**src/rtl/fifo_pkg.sv**
```systemverilog
// Shared types for the FIFO: encoding of the accepted-request combination per cycle.
package fifo_pkg;

    // Bit order matches {push accepted, pop accepted}.
    typedef enum logic [1:0] {
        OP_IDLE = 2'b00,
        OP_POP  = 2'b01,
        OP_PUSH = 2'b10,
        OP_BOTH = 2'b11
    } op_e;

endpackage

```
**src/rtl/fifo.sv**
```systemverilog
// Synchronous FIFO with first-word fall-through output and occupancy-decoded flags.
// Any DEPTH >= 2 is supported; pointers wrap explicitly rather than by overflow.
module fifo
    import fifo_pkg::*;
#(
    parameter int WIDTH = 8,
    parameter int DEPTH = 4
) (
    input  logic             clk_i,
    input  logic             rst_i,
    input  logic             push_i,
    input  logic             pop_i,
    input  logic [WIDTH-1:0] data_i,
    output logic [WIDTH-1:0] data_o,
    output logic             full_o,
    output logic             empty_o,
    output logic             nearly_full_o,
    output logic             nearly_empty_o
);

    localparam int PW = (DEPTH > 1) ? $clog2(DEPTH) : 1;
    localparam int CW = $clog2(DEPTH + 1);

    localparam logic [PW-1:0] LAST_PTR  = PW'(DEPTH - 1);
    localparam logic [CW-1:0] FULL_CNT  = CW'(DEPTH);
    localparam logic [CW-1:0] NFULL_CNT = CW'(DEPTH - 1);
    localparam logic [CW-1:0] ONE_CNT   = CW'(1);

    logic [WIDTH-1:0] mem [DEPTH];
    logic [PW-1:0]    wr_ptr;
    logic [PW-1:0]    rd_ptr;
    logic [CW-1:0]    count;
    logic             do_push;
    logic             do_pop;
    op_e              op;

    function automatic logic [PW-1:0] next_ptr(input logic [PW-1:0] p);
        return (p == LAST_PTR) ? '0 : PW'(p + 1'b1);
    endfunction

    // Flags come only from the registered count, so no input reaches them combinationally.
    assign full_o         = (count == FULL_CNT);
    assign empty_o        = (count == '0);
    assign nearly_full_o  = (count == NFULL_CNT);
    assign nearly_empty_o = (count == ONE_CNT);

    assign do_push = push_i && !full_o;
    assign do_pop  = pop_i && !empty_o;

    always_comb begin
        op = op_e'({do_push, do_pop});
    end

    assign data_o = empty_o ? '0 : mem[rd_ptr];

    always_ff @(posedge clk_i) begin
        if (!rst_i) begin
            wr_ptr <= '0;
            rd_ptr <= '0;
            count  <= '0;
        end else begin
            case (op)
                OP_PUSH: begin
                    wr_ptr <= next_ptr(wr_ptr);
                    count  <= count + 1'b1;
                end
                OP_POP: begin
                    rd_ptr <= next_ptr(rd_ptr);
                    count  <= count - 1'b1;
                end
                OP_BOTH: begin
                    wr_ptr <= next_ptr(wr_ptr);
                    rd_ptr <= next_ptr(rd_ptr);
                end
                default: ;
            endcase
        end
    end

    // Storage is not reset; writes are still blocked while reset is asserted.
    always_ff @(posedge clk_i) begin
        if (rst_i && do_push) begin
            mem[wr_ptr] <= data_i;
        end
    end

endmodule

```
**config.mk**
```make
export PLATFORM = sky130hd
export DESIGN_NAME = fifo
export DESIGN_NICKNAME = d
export VERILOG_FILES = /design/src/rtl/fifo_pkg.sv /design/src/rtl/fifo.sv
export SDC_FILE = /design/constraint.sdc
export NUM_CORES = 1
export LEC_CHECK = 0
export CAP_MARGIN = 5
export CORE_MARGIN = 5
export CORE_UTILIZATION = 35
export CTS_BUF_LIST = sky130_fd_sc_hd__clkbuf_8
export DETAILED_ROUTE_END_ITERATION = 12
export GPL_ROUTABILITY_DRIVEN = 0
export SKIP_LAST_GASP = 1
export SYNTH_ARGS = -nofsm -noshare
export SYNTH_HDL_FRONTEND = slang
export SYNTH_SLANG_ARGS = --single-unit
```
**constraint.sdc**
```tcl
create_clock -name clk_i -period 3.2 [get_ports clk_i]
set_input_delay 0.64 -clock clk_i [delete_from_list [all_inputs] [get_ports clk_i]]
set_output_delay 0.64 -clock clk_i [all_outputs]
set_load 0.01 [all_outputs]
```
==> flow_metrics.tcl <==
set metrics [dict create \
    area_growth_pct 23.4 \
    ys_warn_count 0 \
    drive_gt1_frac 0.104 \
    cp.arrival_ps 2180 \
    numCtsBuffers 5 \
    final_common_cell "edfxtp_1" \
    synth-async-reset-ratio 0 \
    fin_skew_ps 10.9 \
    synthCells 116 \
    ant_nets 0 \
    path_clk_slew_ps 80 \
    finalHoldViolCount 0 \
    clockBufferDepth 2 \
    grt_pass1_wl_um 4570 \
    ys_ff_latch 41 \
    place_inst 206 \
    relSlewSlack 0.669 \
    fin_nets 168 \
    grt_usage 0.0936 \
    die_area_um2 6660 \
    portBuffers 23 \
    synth_nets 141 \
    min_period_over_period 0.881 \
    dp_slack_ps 641 \
    max_freq_mhz 355 \
    setup_violations 0 \
    crit_required_ps 2560 \
    antenna_found_initial 0 \
    place_area_um2 2090 \
    synth_top_cell_area_share 0.536 \
    grt_overflow 0 \
    die_h_um 81.6 \
    start_util 0.356 \
    clkLatencyLatePin_ps 280 \
    fin_ws_ps 381 \
    maxSlewViolCount 0 \
    ys_seq_area_frac 0.636 \
    final_cell_mix "32 x edfxtp_1, 23 x clkdlybuf4s50_1, 13 x ha_1" \
    power_density_nw_per_um2 742 \
    ys_top_cells_by_area "edfxtp_1 54%, dfxtp_1 10%, ha_1 9.1%" \
    critPathLaunchType "flip-flop" \
    cts.sinks 41 \
    via_per_inst 4.57 \
    synth_top_area_cell "edfxtp_1" \
    swShare 0.279 \
    rsz0062_at_grt "false" \
    routedWlPerCell_um 13.2 \
    cts_tree "built" \
    syn-mean-instance-area_um2 15.5 \
    ir_worst_vdd_uv 329 \
    power.internal_uw 1180 \
    dr.pass1.iters 4 \
    drc 0 \
    status "completed" \
    netlist_area_um2 1790 \
    setup_tns_ps 0 \
    clockRootBuffer "clkbuf_8" \
    pin_count 24 \
    core_area_um2 5040 \
    p_sw_uw 458 \
    ctsResizeCount 0 \
    worstMarginPinSlew_ps 496 \
    num_rows 26 \
    grt_pass1_vias 1006 \
    final_cells 214 \
    fin_crit_ps 2820 \
    die_w_um 81.6 \
    dpl.hpwl_um 2060 \
    cts_setup_buffers 0 \
    synth_cell_types 25 \
    diodes 0 \
    vias 978 \
    p_seq_frac 0.423 \
    wirelength_um 2830 \
    leakagePower_uw 0.000808 \
    drv_cap 0 \
    cp_max_fo 8 \
    drtIter0Drc 37 \
    pwr-share-clk 0.256 \
    synth-edff-count 32 \
    power_uw 1640 \
    p_comb_frac 0.320 \
    worst_setup_path_end_kind "primary output" \
    grt_start_max_net_pins 14 \
    holdBufCountCts 0 \
    worst-setup-path-type "reg -> out" \
    cts_max_level 2 \
    hold_class "reg -> reg" \
    fin_area_um2 2210 \
    ys.flop_type "edfxtp_1" \
]
==> cell usage after synthesis, types with 2 or more instances <==
cell,n
a21oi_1,5
and2_1,8
and3_1,4
clkbuf_1,2
dfxtp_1,9
edfxtp_1,32
ha_1,13
inv_1,10
mux4_1,4
mux4_2,4
nand2_1,3
nor2_1,4
nor2b_1,2
o21ai_0,4
xor2_1,2
==> flip-flops by register name, indices dropped and copies added (netlist names), named ones only <==
name    count
mem        32
count       3
rd_ptr      2
wr_ptr      2
==> power by group through the flow <==
stage | clock network, uW | logic, uW | registers [uW]
2_1_floorplan | 0 | 346 | 676
3_3_place_gp | 0 | 525 | 705
3_5_place_dp | 0 | 536 | 709
4_1_cts | 429 | 539 | 697
5_1_grt | 455 | 585 | 707
6_report | 421 | 526 | 695
==> layer usage <==
layer,wire length [um],global-route usage,up-vias
met5,0,0,-
met4,12,0.0299,0
met3,145,0.0318,2
met2,1430,0.164,16
met1,1240,0.108,481
li1,-,-,479
==> critical path, stage by stage, from the launching register on <==
cell and delay (ps):
dfxtp_1 640, mux4_1 610, and2_1 170, clkdlybuf4s50_1 480
==> path summary, 6_finish.rpt <==
| kind | from | to | slack [ps] | cells after the start |
|---|---|---|---|---|
| worst min-delay path | wr_ptr[1] | wr_ptr[1] | 500 | 2 |
| worst min register to register | wr_ptr[1] | wr_ptr[1] | 500 | 2 |
| worst max register to register | count[0] | mem[2][1] | 1090 | 5 |
| worst max-delay path | flip-flop | data_o[2] | 380 | 3 |
==> cells by family after synthesis <==
| logic type | share of synthesized area |
|---|---|
| AND/OR/NAND/NOR | 0.0907 |
| XOR/XNOR | 0.00976 |
| adder cells (fa/ha/maj) | 0.0907 |
| flip-flops | 0.636 |
| multiplexers | 0.109 |
| buffers and inverters | 0.0314 |
| AO/OA/AOI/OAI | 0.0328 |
==> area by class of cell <==
class                           instances  area (um^2)
Fill cell                             453         2830
Sequential cell                        41         1140
Clock buffer                            6         82.6
Inverter                               10         37.5
Clock inverter                          2         37.5
Multi-Input combinational cell         62          597
Timing Repair Buffer                   23          230
Tap cell                               70         87.6
==> through the flow <==
stage	hold slack, ps	util
after floorplan	465	-
after global placement	481	0.415
after global routing	545	0.439
after CTS	508	0.439
after detailed placement	497	0.415
final	502	0.439
Power figures use the tool's default switching activity.
